<file path="config.mk">
export PLATFORM = sky130hd
export DESIGN_NAME = paddle_engine_flat
export DESIGN_NICKNAME = d
export VERILOG_FILES = /design/src/rtl/paddle_pkg.sv /design/src/rtl/paddle_engine_if.sv /design/src/rtl/tick_gen.sv /design/src/rtl/paddle_engine.sv /design/src/flat_wrapper.sv
export SDC_FILE = /design/constraint.sdc
export NUM_CORES = 1
export LEC_CHECK = 0
export CAP_MARGIN = 20
export CORE_UTILIZATION = 25
export DETAILED_ROUTE_END_ITERATION = 8
export GPL_ROUTABILITY_DRIVEN = 0
export GPL_TIMING_DRIVEN = 0
export HOLD_SLACK_MARGIN = 0.02
export PLACE_DENSITY = 0.49
export SYNTH_ARGS = -nofsm -noshare
export SYNTH_HDL_FRONTEND = slang
export SYNTH_SLANG_ARGS = --single-unit
</file>
<file path="constraint.sdc">
create_clock -name clk -period 7.9 [get_ports clk]
set_input_delay 1.185 -clock clk [delete_from_list [all_inputs] [get_ports clk]]
set_output_delay 1.185 -clock clk [all_outputs]
set_load 0.01 [all_outputs]
</file>
<file path="src/rtl/paddle_pkg.sv">
// Shared encodings and default geometry for the paddle engine and its neighbours.
package paddle_pkg;

    localparam logic [1:0] DIR_LEFT  = 2'b11;
    localparam logic [1:0] DIR_RIGHT = 2'b01;

    typedef enum logic [1:0] {
        IDLE  = 2'b00,
        SCAN  = 2'b01,
        FLUSH = 2'b10
    } draw_state_t;

    localparam int DEF_SCREEN_W  = 160;
    localparam int DEF_PADDLE_Y  = 167;
    localparam int DEF_MAX_W     = 40;
    localparam int DEF_MIN_W     = 16;
    localparam int DEF_STEP_W    = 8;
    localparam int DEF_H         = 8;
    localparam int DEF_TICK_DIV  = 1000000;
    localparam int DEF_MAX_SPEED = 3;
    localparam int DEF_MEM_LAT   = 1;
    localparam int DEF_ADDR_W    = 11;

endpackage

</file>
<file path="src/rtl/paddle_engine_if.sv">
// Control inputs, paddle state and pixel stream of the paddle engine.
interface paddle_engine_if #(
    parameter int ADDR_W = paddle_pkg::DEF_ADDR_W
);
    logic [1:0]        move_dir;
    logic              grow;
    logic              shrink;
    logic              draw_start;
    logic [7:0]        x;
    logic [7:0]        y;
    logic [7:0]        width;
    logic              busy;
    logic [ADDR_W-1:0] pix_addr;
    logic [7:0]        draw_x;
    logic [7:0]        draw_y;
    logic              draw_valid;
    logic              draw_done;

    modport master (
        output move_dir, grow, shrink, draw_start,
        input  x, y, width, busy, pix_addr, draw_x, draw_y, draw_valid, draw_done
    );

    modport slave (
        input  move_dir, grow, shrink, draw_start,
        output x, y, width, busy, pix_addr, draw_x, draw_y, draw_valid, draw_done
    );
endinterface

</file>
<file path="src/rtl/tick_gen.sv">
// Clock divider: one-cycle tick each time the counter wraps from DIV-1 to 0.
module tick_gen #(
    parameter int DIV = 1000000
) (
    input  logic clk,
    input  logic reset,
    output logic tick
);
    localparam int CW = (DIV > 1) ? $clog2(DIV) : 1;

    logic [CW-1:0] cnt_r;
    logic          tick_r;

    // Divider counter with registered wrap pulse
    always_ff @(posedge clk) begin
        if (reset) begin
            cnt_r  <= '0;
            tick_r <= 1'b0;
        end else if (cnt_r == CW'(DIV - 1)) begin
            cnt_r  <= '0;
            tick_r <= 1'b1;
        end else begin
            cnt_r  <= cnt_r + CW'(1);
            tick_r <= 1'b0;
        end
    end

    assign tick = tick_r;
endmodule

</file>
<file path="src/rtl/paddle_engine.sv">
// Paddle movement with acceleration, run-time width change and a ROM-aligned pixel scan.
module paddle_engine
    import paddle_pkg::*;
#(
    parameter int SCREEN_W  = DEF_SCREEN_W,
    parameter int PADDLE_Y  = DEF_PADDLE_Y,
    parameter int MAX_W     = DEF_MAX_W,
    parameter int MIN_W     = DEF_MIN_W,
    parameter int STEP_W    = DEF_STEP_W,
    parameter int H         = DEF_H,
    parameter int TICK_DIV  = DEF_TICK_DIV,
    parameter int MAX_SPEED = DEF_MAX_SPEED,
    parameter int MEM_LAT   = DEF_MEM_LAT,
    parameter int ADDR_W    = DEF_ADDR_W
) (
    input logic            clk,
    input logic            reset,
    paddle_engine_if.slave bus
);
    logic              tick_s;
    logic [7:0]        x_r, width_r, speed_r;
    logic [1:0]        prev_dir_r;
    logic [7:0]        w_next_s, spd_next_s, x_next_s;
    logic [1:0]        dir_next_s;
    logic signed [8:0] x_max_s, x_base_s, x_cand_s;

    draw_state_t       state_r;
    logic [7:0]        lx_r, lw_r, cx_r, cy_r, flush_r;
    logic [ADDR_W-1:0] addr_r;
    logic [7:0]        s0_x_r, s0_y_r;
    logic              s0_v_r, busy_r, done_r;
    logic [7:0]        dx_r [MEM_LAT];
    logic [7:0]        dy_r [MEM_LAT];
    logic              dv_r [MEM_LAT];

    tick_gen #(.DIV(TICK_DIV)) u_tick (
        .clk   (clk),
        .reset (reset),
        .tick  (tick_s)
    );

    // Next width, speed and position; width settles first so movement clamps to it
    always_comb begin
        w_next_s   = width_r;
        spd_next_s = speed_r;
        dir_next_s = prev_dir_r;
        if (bus.grow && !bus.shrink) begin
            w_next_s = (width_r >= 8'(MAX_W - STEP_W)) ? 8'(MAX_W) : width_r + 8'(STEP_W);
        end else if (bus.shrink && !bus.grow) begin
            w_next_s = (width_r <= 8'(MIN_W + STEP_W)) ? 8'(MIN_W) : width_r - 8'(STEP_W);
        end else begin
            w_next_s = width_r;
        end
        if (tick_s) begin
            dir_next_s = bus.move_dir;
            if ((bus.move_dir == DIR_LEFT) || (bus.move_dir == DIR_RIGHT)) begin
                if (bus.move_dir != prev_dir_r) begin
                    spd_next_s = 8'd1;
                end else if (speed_r >= 8'(MAX_SPEED)) begin
                    spd_next_s = 8'(MAX_SPEED);
                end else begin
                    spd_next_s = speed_r + 8'd1;
                end
            end else begin
                spd_next_s = 8'd0;
            end
        end else begin
            dir_next_s = prev_dir_r;
            spd_next_s = speed_r;
        end
        // Signed 9-bit so a left step past zero goes negative instead of wrapping
        x_max_s  = $signed(9'(SCREEN_W)) - $signed({1'b0, w_next_s});
        x_base_s = ($signed({1'b0, x_r}) > x_max_s) ? x_max_s : $signed({1'b0, x_r});
        if (tick_s && (bus.move_dir == DIR_RIGHT)) begin
            x_cand_s = x_base_s + $signed({1'b0, spd_next_s});
        end else if (tick_s && (bus.move_dir == DIR_LEFT)) begin
            x_cand_s = x_base_s - $signed({1'b0, spd_next_s});
        end else begin
            x_cand_s = x_base_s;
        end
        if (x_cand_s < 9'sd0) begin
            x_next_s = 8'd0;
        end else if (x_cand_s > x_max_s) begin
            x_next_s = x_max_s[7:0];
        end else begin
            x_next_s = x_cand_s[7:0];
        end
    end

    // Paddle state registers
    always_ff @(posedge clk) begin
        if (reset) begin
            x_r        <= 8'((SCREEN_W - MAX_W) / 2);
            width_r    <= 8'(MAX_W);
            speed_r    <= 8'd0;
            prev_dir_r <= 2'b00;
        end else begin
            x_r        <= x_next_s;
            width_r    <= w_next_s;
            speed_r    <= spd_next_s;
            prev_dir_r <= dir_next_s;
        end
    end

    // Draw scan FSM: pixel (0,0) is issued on the start edge, the rest one per cycle in SCAN
    always_ff @(posedge clk) begin
        if (reset) begin
            state_r <= IDLE;
            lx_r    <= 8'd0;
            lw_r    <= 8'd0;
            cx_r    <= 8'd0;
            cy_r    <= 8'd0;
            flush_r <= 8'd0;
            addr_r  <= '0;
            s0_x_r  <= 8'd0;
            s0_y_r  <= 8'd0;
            s0_v_r  <= 1'b0;
            busy_r  <= 1'b0;
            done_r  <= 1'b0;
        end else begin
            s0_v_r <= 1'b0;
            done_r <= 1'b0;
            case (state_r)
                IDLE: begin
                    if (bus.draw_start) begin
                        lx_r    <= x_r;
                        lw_r    <= width_r;
                        cx_r    <= 8'd1;
                        cy_r    <= 8'd0;
                        addr_r  <= '0;
                        s0_x_r  <= x_r;
                        s0_y_r  <= 8'(PADDLE_Y);
                        s0_v_r  <= 1'b1;
                        busy_r  <= 1'b1;
                        state_r <= SCAN;
                    end else begin
                        state_r <= IDLE;
                    end
                end
                SCAN: begin
                    addr_r <= ADDR_W'(cy_r) * ADDR_W'(MAX_W) + ADDR_W'(cx_r);
                    s0_x_r <= lx_r + cx_r;
                    s0_y_r <= 8'(PADDLE_Y) + cy_r;
                    s0_v_r <= 1'b1;
                    if (cx_r == lw_r - 8'd1) begin
                        cx_r <= 8'd0;
                        if (cy_r == 8'(H - 1)) begin
                            flush_r <= 8'd0;
                            state_r <= FLUSH;
                        end else begin
                            cy_r <= cy_r + 8'd1;
                        end
                    end else begin
                        cx_r <= cx_r + 8'd1;
                    end
                end
                FLUSH: begin
                    if (flush_r == 8'(MEM_LAT)) begin
                        done_r  <= 1'b1;
                        busy_r  <= 1'b0;
                        state_r <= IDLE;
                    end else begin
                        flush_r <= flush_r + 8'd1;
                    end
                end
                default: state_r <= IDLE;
            endcase
        end
    end

    // Coordinate delay line matching the sprite ROM read latency
    always_ff @(posedge clk) begin
        if (reset) begin
            for (int i = 0; i < MEM_LAT; i++) begin
                dx_r[i] <= 8'd0;
                dy_r[i] <= 8'd0;
                dv_r[i] <= 1'b0;
            end
        end else begin
            dx_r[0] <= s0_x_r;
            dy_r[0] <= s0_y_r;
            dv_r[0] <= s0_v_r;
            for (int i = 1; i < MEM_LAT; i++) begin
                dx_r[i] <= dx_r[i-1];
                dy_r[i] <= dy_r[i-1];
                dv_r[i] <= dv_r[i-1];
            end
        end
    end

    assign bus.x          = x_r;
    assign bus.y          = 8'(PADDLE_Y);
    assign bus.width      = width_r;
    assign bus.busy       = busy_r;
    assign bus.pix_addr   = addr_r;
    assign bus.draw_x     = dx_r[MEM_LAT-1];
    assign bus.draw_y     = dy_r[MEM_LAT-1];
    assign bus.draw_valid = dv_r[MEM_LAT-1];
    assign bus.draw_done  = done_r;
endmodule

</file>
<file path="src/flat_wrapper.sv">
// flat-port wrapper written by rule: the top's interface ports become plain ports
module paddle_engine_flat import paddle_pkg::*;
#(
    parameter int SCREEN_W  = DEF_SCREEN_W,
    parameter int PADDLE_Y  = DEF_PADDLE_Y,
    parameter int MAX_W     = DEF_MAX_W,
    parameter int MIN_W     = DEF_MIN_W,
    parameter int STEP_W    = DEF_STEP_W,
    parameter int H         = DEF_H,
    parameter int TICK_DIV  = DEF_TICK_DIV,
    parameter int MAX_SPEED = DEF_MAX_SPEED,
    parameter int MEM_LAT   = DEF_MEM_LAT,
    parameter int ADDR_W    = DEF_ADDR_W
)
  (clk, reset, bus_move_dir, bus_grow, bus_shrink, bus_draw_start, bus_x, bus_y, bus_width, bus_busy, bus_pix_addr, bus_draw_x, bus_draw_y, bus_draw_valid, bus_draw_done);
  paddle_engine_if #(.ADDR_W(ADDR_W)) bus_i ();
  input logic clk;
  input logic reset;
  input wire logic [$bits(bus_i.move_dir)-1:0] bus_move_dir;
  input wire logic [$bits(bus_i.grow)-1:0] bus_grow;
  input wire logic [$bits(bus_i.shrink)-1:0] bus_shrink;
  input wire logic [$bits(bus_i.draw_start)-1:0] bus_draw_start;
  output wire logic [$bits(bus_i.x)-1:0] bus_x;
  output wire logic [$bits(bus_i.y)-1:0] bus_y;
  output wire logic [$bits(bus_i.width)-1:0] bus_width;
  output wire logic [$bits(bus_i.busy)-1:0] bus_busy;
  output wire logic [$bits(bus_i.pix_addr)-1:0] bus_pix_addr;
  output wire logic [$bits(bus_i.draw_x)-1:0] bus_draw_x;
  output wire logic [$bits(bus_i.draw_y)-1:0] bus_draw_y;
  output wire logic [$bits(bus_i.draw_valid)-1:0] bus_draw_valid;
  output wire logic [$bits(bus_i.draw_done)-1:0] bus_draw_done;
  assign bus_i.move_dir = bus_move_dir;
  assign bus_i.grow = bus_grow;
  assign bus_i.shrink = bus_shrink;
  assign bus_i.draw_start = bus_draw_start;
  assign bus_x = bus_i.x;
  assign bus_y = bus_i.y;
  assign bus_width = bus_i.width;
  assign bus_busy = bus_i.busy;
  assign bus_pix_addr = bus_i.pix_addr;
  assign bus_draw_x = bus_i.draw_x;
  assign bus_draw_y = bus_i.draw_y;
  assign bus_draw_valid = bus_i.draw_valid;
  assign bus_draw_done = bus_i.draw_done;
  paddle_engine #(.SCREEN_W(SCREEN_W), .PADDLE_Y(PADDLE_Y), .MAX_W(MAX_W), .MIN_W(MIN_W), .STEP_W(STEP_W), .H(H), .TICK_DIV(TICK_DIV), .MAX_SPEED(MAX_SPEED), .MEM_LAT(MEM_LAT), .ADDR_W(ADDR_W)) u_core (.clk(clk), .reset(reset), .bus(bus_i));
endmodule
</file>
==> key figures, run 1 <==
Worst setup path
  • Worst Path Required: 8.17 ns
  • CP Capture Type: register
  • Beginning of the worst register-to-register path: u_core.bus.width[4]
  • Most used cell, CP: inv_1
  • Critical Path Start: bus_shrink
  • Worst EP arrival: 7.84 ns
  • RR Endpoint: u_core.bus.x[2]
  • Reg2reg setup slack: 0.46 ns
  • Largest fanout on the critical path: 7
  • CP max-delay cell: a221o_2
  • Worst setup SP type: input port
  • Worst reg2reg path depth: 37
  • Critical Path Max Stage Delay: 0.43 ns
  • Crit Path Class: in2reg

Synth
  • EDFF count, synth: 0
  • Yosys top cell by area: dfxtp_1
  • Cell area after synthesis: 8180 µm²
  • Largest cells by area after synthesis: dfxtp_1, ha_1, xnor2_1
  • Ys Warns: 0
  • Synthesized netlist cell count: 960
  • Mean Syn Cell Area: 8.52 µm²
  • Asr flop ratio synth: 0%
  • Synth top area share: 33.3%
  • Register area share after synthesis: 33.3%
  • Yosys reg bits: 136
  • Distinct cells, synth: 87
  • Primary FF master, synth: dfxtp_1

Timing
  • # setup viols final: 0
  • F_max: 132 MHz
  • Setup Skew: 0.00986 ns
  • Tmin final: 7.57 ns
  • Endpoints failing hold: 0
  • Slew Limit Fails: 0
  • Final setup margin: 0.330 ns
  • Tcrit/Tclk final: 95.8%
  • Slew @ Worst Pin: 0.800 ns
  • Slew margin rel.: 46.6%

Final layout
  • Fill cell count: 3397
  • Final net count: 1137
  • Diode count: 0
  • Layout cells sized above 1: 14.0%
  • Post-route insts no fill: 1510
  • Final Cell Area: 10300 µm²
  • Area delta synth->final: 26.0%

Place
  • Port-buffer cells: 51
  • Placed Cells incl. Taps: 1452
  • Cell Area, Placed: 9250 µm²
  • Pre-CTS setup slack: -2.15 ns
  • Final HPWL DP: 16.7 mm

Worst hold path
  • Hold EP: u_core.dv_r[0]
  • Hold path depth: 1
  • Hold Crit Class: reg2reg
  • HP Start: u_core.s0_v_r

Die
  • Die height: 183 µm
  • Die width: 183 µm
  • Core area: 31900 µm²
  • Num ports: 61
  • Die area: 33400 µm²
  • Initial Util: 25.6%
  • Row count: 65

Drt
  • Wirelength per Cell: 14.8 µm
  • Initial DRC count: 338
  • Vias post-DR: 6938
  • DR DRC count: 0
  • Routed wire length: 22.4 mm
  • Post-DRT Antenna Nets: 0
  • Drt first pass iters: 5
  • Via/cell ratio: 4.59

Global route
  • First-pass GRT wire length: 36.2 mm
  • Initial antenna violation count: 0
  • GRT Util Overall: 13.8%
  • Number of global-route vias before repair: 6765
  • Largest net degree at the start of global routing: 17
  • GR Overflow Total: 0

Job
  • Maxcap violations: 0

Clocking
  • # hold bufs at CTS: 0
  • H-tree Lvls: 4
  • Clk buf depth: 2
  • CTS root buf: clkbuf_16
  • Clock latency on the worst-skew pair: 0.42 ns
  • Clock Sinks: 136
  • Clk slew on worst S/H paths: 0.06 ns
  • Total CTS buffers: 17
  • CTS tree: built

Power
  • Lkg Pwr: 4.05 nW
  • Peak supply drop: 0.131 mV
  • PwrDens: 245 nW/µm²

Run status
  • Status: complete, no violations
## layout by cell type, fill, tap and decap left out, types with 6 or more instances in the layout
cell and n:
nand2_1 81, nor4_1 7, clkbuf_1 29, and3_1 14, a22oi_1 19, nand3_1 25, nor2_1 97, nand4_1 8
clkdlybuf4s50_1 49, o21ai_1 7, buf_4 33, o21ai_0 29, inv_6 7, xnor2_1 44, a21o_1 12, xor2_1 26
or3_1 6, nor3_1 23, clkbuf_16 17, nand2b_1 14, a21oi_1 60, nor2b_1 28, dfxtp_1 135, conb_1 8
ha_1 59, mux2i_1 9, inv_1 59
## critical path: cells and delay by family
kind | cells | cell delay (ns)
compound gates | 12 | 2.77
simple gates | 11 | 1.73
fa+ha+maj | 3 | 0.93
buf+inv | 7 | 0.77
mux | 1 | 0.27
xor+xnor | 1 | 0.16
## worst max path at each step
stage | to | slack, ns | cells after the start
after floorplan | u_core.bus.x[3] | 0.07 | 36
after global placement | u_core.bus.x[4] | -2.12 | 37
after detailed placement | u_core.bus.x[4] | -2.15 | 37
after CTS | u_core.bus.x[2] | 0.0002 | 38
after global routing | u_core.bus.x[2] | -0.01 | 38
final | u_core.bus.x[2] | 0.33 | 35
## kinds of logic after synthesis
logic type,after synthesis,synth area share [%]
buf+inv,107,5.40
xor+xnor,75,8.26
other cells,2,0.0918
fa+ha+maj,68,10.9
flops,136,33.3
compound gates,214,19.0
simple gates,343,21.1
mux,15,1.99
## flip-flops by register name, summed over array words and instances, names as in the netlist, 2 cells and up
register,flops
u_core.s0_x_r,8
u_core.cy_r,8
u_core.bus.pix_addr,11
u_core.bus.x,8
u_core.flush_r,8
u_core.dx_r,8
u_core.s0_y_r,8
u_core.u_tick.cnt_r,20
u_core.lx_r,8
u_core.dy_r,8
u_core.speed_r,8
u_core.bus.width,8
u_core.cx_r,8
u_core.lw_r,8
u_core.state_r,2
u_core.prev_dir_r,2
## timing repair
| action | in CTS | in global routing |
|---|---|---|
| resized for setup | 40 | 34 |
| buffers inserted | 10 | 16 |
| pin swaps | 7 | 17 |
| endpoints found under the setup margin | 8 | 8 |
## through the flow
stage / setup TNS, ns / hold WS (ns) / total power, W / util, %
floorplan: 0 / 0.414 / 0.00132 / -
global placement: -15.99 / 0.445 / 0.00153 / 29.0
detailed placement: -16.24 / 0.450 / 0.00153 / 29.0
CTS: 0 / 0.459 / 0.00247 / 31.6
global route: -0.0102 / 0.473 / 0.00266 / 32.3
finish: 0 / 0.455 / 0.00252 / 32.3
## synthesized netlist by cell type (all sizes together) (15+ instances only)
library cell    n
xor2           27
and3           15
nand3          27
nor3           24
nor2b          30
nor2          100
o21ai          39
inv            63
nand2          83
buf            16
clkbuf         28
a22oi          19
dfxtp         136
xnor2          48
ha             63
a21oi          64
## where the power goes
part           leakage, nW  internal (W)  switching, W  total [W]
registers             1.11      0.000723     0.0000482   0.000771
logic                 2.66      0.000425      0.000503   0.000929
clock network        0.288      0.000483      0.000336   0.000820
total                 4.05       0.00163      0.000888    0.00252
## per-layer routing
| metal | global-route usage [%] | vias up | part of all wire, % |
|---|---|---|---|
| li1 | - | 3548 | - |
| met5 | 0 | - | 0 |
| met4 | 4.37 | 0 | 1.8 |
| met3 | 2.56 | 25 | 3.0 |
| met1 | 17.7 | 3257 | 48 |
| met2 | 23.5 | 108 | 48 |
## cell type report
class,instances,area (µm²),area share [%]
clock inverter,13,156,1.52
tap,435,544,5.28
buffer,44,205,1.99
inverter,63,236,2.30
timing repair buffer,77,702,6.81
multi-input combinational,723,5290,51.4
clock buffer,19,443,4.30
sequential,136,2720,26.4
No activity file was read; power rests on OpenSTA's default activity.
==> run 2, diff against run 1 <==
CTS_CLUSTER_SIZE = 8   (was not set)
SYNTH_HIERARCHICAL = 1   (was not set)
==> run 2 against run 1 <==
Critical path depth is 2 higher. Combinational power is 17% lower. Largest power group is now clock. Non-clock buffer count is 13 higher.
==> key figures, run 2 <==
Synth
  • Yosys top cell by area: dfxtp_1
  • Asr flop ratio synth: 0%
  • Mean Syn Cell Area: 8.38 µm²
  • Yosys reg bits: 136
  • Synthesized netlist cell count: 959
  • Most frequent cell after synthesis: dfxtp_1
  • Most instantiated cells after synthesis: dfxtp_1, nand2_1, nor2_1
  • Synth top area share: 33.9%
  • Largest cells by area after synthesis: dfxtp_1, ha_1, xnor2_1
  • Primary FF master, synth: dfxtp_1
  • Distinct cells, synth: 82
  • Register area share after synthesis: 33.9%
  • EDFF count, synth: 0
  • Cell area after synthesis: 8040 µm²
  • Ys Warns: 6

Drt
  • Routed wire length: 22.1 mm
  • Max layer used: met4
  • Via/cell ratio: 4.68
  • Post-DRT Antenna Nets: 0
  • M1 wire length: 10.4 mm
  • Met2 Wirelength: 10.8 mm
  • WL met3: 651 µm
  • Initial DRC count: 337
  • Drt first pass iters: 5
  • DR DRC count: 0
  • Vias post-DR: 6966
  • Wirelength per Cell: 14.9 µm

Worst setup path
  • CP max-delay cell: dfxtp_1
  • Worst Path Required: 8.24 ns
  • Worst setup SP type: register
  • Most used cell, CP: ha_4
  • Crit Path Class: reg2reg
  • Critical Path Max Stage Delay: 0.56 ns
  • CP Capture Type: register
  • Beginning of the worst register-to-register path: u_core/bus.width[3]
  • Critical Path Start: u_core/bus.width[3]
  • Largest fanout on the critical path: 8
  • Worst EP arrival: 7.81 ns

Place
  • Port-buffer cells: 52
  • Placed Cells incl. Taps: 1419
  • Pre-CTS setup slack: -1.72 ns
  • Cell Area, Placed: 9090 µm²
  • Final HPWL DP: 16.3 mm

Timing
  • F_max: 134 MHz
  • Final setup margin: 0.427 ns
  • Tmin final: 7.47 ns
  • Slew @ Worst Pin: 0.852 ns
  • Slew margin rel.: 43.2%
  • Setup Skew: 0.0124 ns
  • Endpoints failing hold: 0
  • # setup viols final: 0
  • Tcrit/Tclk final: 94.6%
  • Slew Limit Fails: 0

Clocking
  • # hold bufs at CTS: 0
  • CTS tree: built
  • H-tree Lvls: 4
  • Total CTS buffers: 17
  • Clock latency on the worst-skew pair: 0.42 ns
  • Clock Sinks: 136
  • Clk slew on worst S/H paths: 0.06 ns
  • CTS root buf: clkbuf_16
  • Clk buf depth: 2

Final layout
  • Layout cells sized above 1: 13.8%
  • Max reg flops: 20
  • Core Util, Final: 32.4%
  • Leading cell type in the layout, fill and taps excluded: dfxtp_1
  • Most frequent cells in the layout: dfxtp_1, nand2_1, nor2_1, a21oi_1, inv_1
  • Diode count: 0
  • Final Cell Area: 10200 µm²
  • Register name with the most flops: u_core/u_tick/cnt_r
  • Post-route insts no fill: 1487
  • Final net count: 1148
  • Area delta synth->final: 27.1%

Global route
  • Largest net degree at the start of global routing: 17
  • First-pass GRT wire length: 35.8 mm
  • Number of global-route vias before repair: 6764
  • GRT Util Overall: 13.8%
  • GR Overflow Total: 0
  • Initial antenna violation count: 0

Die
  • Row count: 65
  • Die area: 32900 µm²
  • Initial Util: 25.5%
  • Die height: 181 µm
  • Num ports: 61
  • Core area: 31600 µm²
  • Die width: 181 µm

Run status
  • Status: complete, no violations

Power
  • Lkg Pwr: 4.05 nW
  • Total power draw: 0.00233 W
  • PwrDens: 228 nW/µm²
  • Peak supply drop: 0.146 mV

Job
  • Maxcap violations: 0

Worst hold path
  • Hold Crit Class: reg2reg
  • HP Start: u_core/s0_v_r
## run 2: changes by cell type after synthesis, moves of 8 or more
| cell | delta |
|---|---|
| nor2_1 | -14 |
| nand2_1 | +27 |
| a21oi_1 | +12 |
| a22oi_1 | -18 |
| a31oi_1 | +8 |
## run 2: path summary, 6_finish.rpt
kind | depth (start not counted) | to | slack [ns]
min reg2reg | 1 | u_core/dv_r[0] | 0.46
min | 1 | u_core/dv_r[0] | 0.46
max | 37 | u_core/bus.x[0] | 0.43
max reg2reg | 37 | u_core/bus.x[0] | 0.43
## run 2: metrics by stage
stage | hold slack [ns] | setup TNS, ns
after floorplan | 0.414 | 0
after global placement | 0.437 | -13.33
after detailed placement | 0.451 | -13.16
after CTS | 0.462 | 0
after global routing | 0.486 | -0.0115
final | 0.458 | 0
## run 2: cell type report
cell class | instances | area, µm²
clock inverters | 13 | 145
flip-flops and latches | 136 | 2720
plain buffers | 45 | 231
multi-input cells | 723 | 5140
repair buffers | 89 | 811
inverters | 61 | 229
fillers | 3305 | 21300
well taps | 402 | 503
clock buffers | 18 | 429
## run 2: what timing repair did
| item | in CTS | in global routing |
|---|---|---|
| setup buffers | 21 | 16 |
| hold endpoints to repair | 0 | 0 |
| pin swaps | 9 | 18 |
| setup endpoints to repair | 8 | 8 |
| gates resized for setup | 31 | 26 |
## run 2: critical path: cells and delay by family (launching register included)
kind | cells | cell delay (ns)
buffers and inverters | 4 | 0.41
flip-flops | 1 | 0.56
multiplexers | 1 | 0.38
AO/OA/AOI/OAI | 15 | 2.58
AND/OR/NAND/NOR | 10 | 1.72
adder cells (fa/ha/maj) | 5 | 1.21
XOR/XNOR | 2 | 0.51
## run 2: report_power, final
group          internal [W]  switching [W]
logic              0.000373       0.000394
clock network      0.000468       0.000323
registers          0.000724      0.0000427
total               0.00157       0.000760
## run 2: cell families (layout without fill, tap and decap cells)
logic type / Yosys count / count (layout) / share of synthesized area [%]
buf+inv: 106 / 226 / 5.57
mux: 19 / 19 / 2.55
xor+xnor: 72 / 72 / 7.85
flops: 136 / 136 / 33.9
fa+ha+maj: 69 / 69 / 11.2
simple gates: 363 / 363 / 23.0
other cells: 2 / 8 / 0.0934
compound gates: 192 / 192 / 15.9
## run 2: per-layer routing
layer | up-vias | GRT usage (%)
met5 | - | 0
met2 | 101 | 24.0
met3 | 18 | 2.44
li1 | 3545 | -
met1 | 3302 | 17.2
met4 | 0 | 3.97
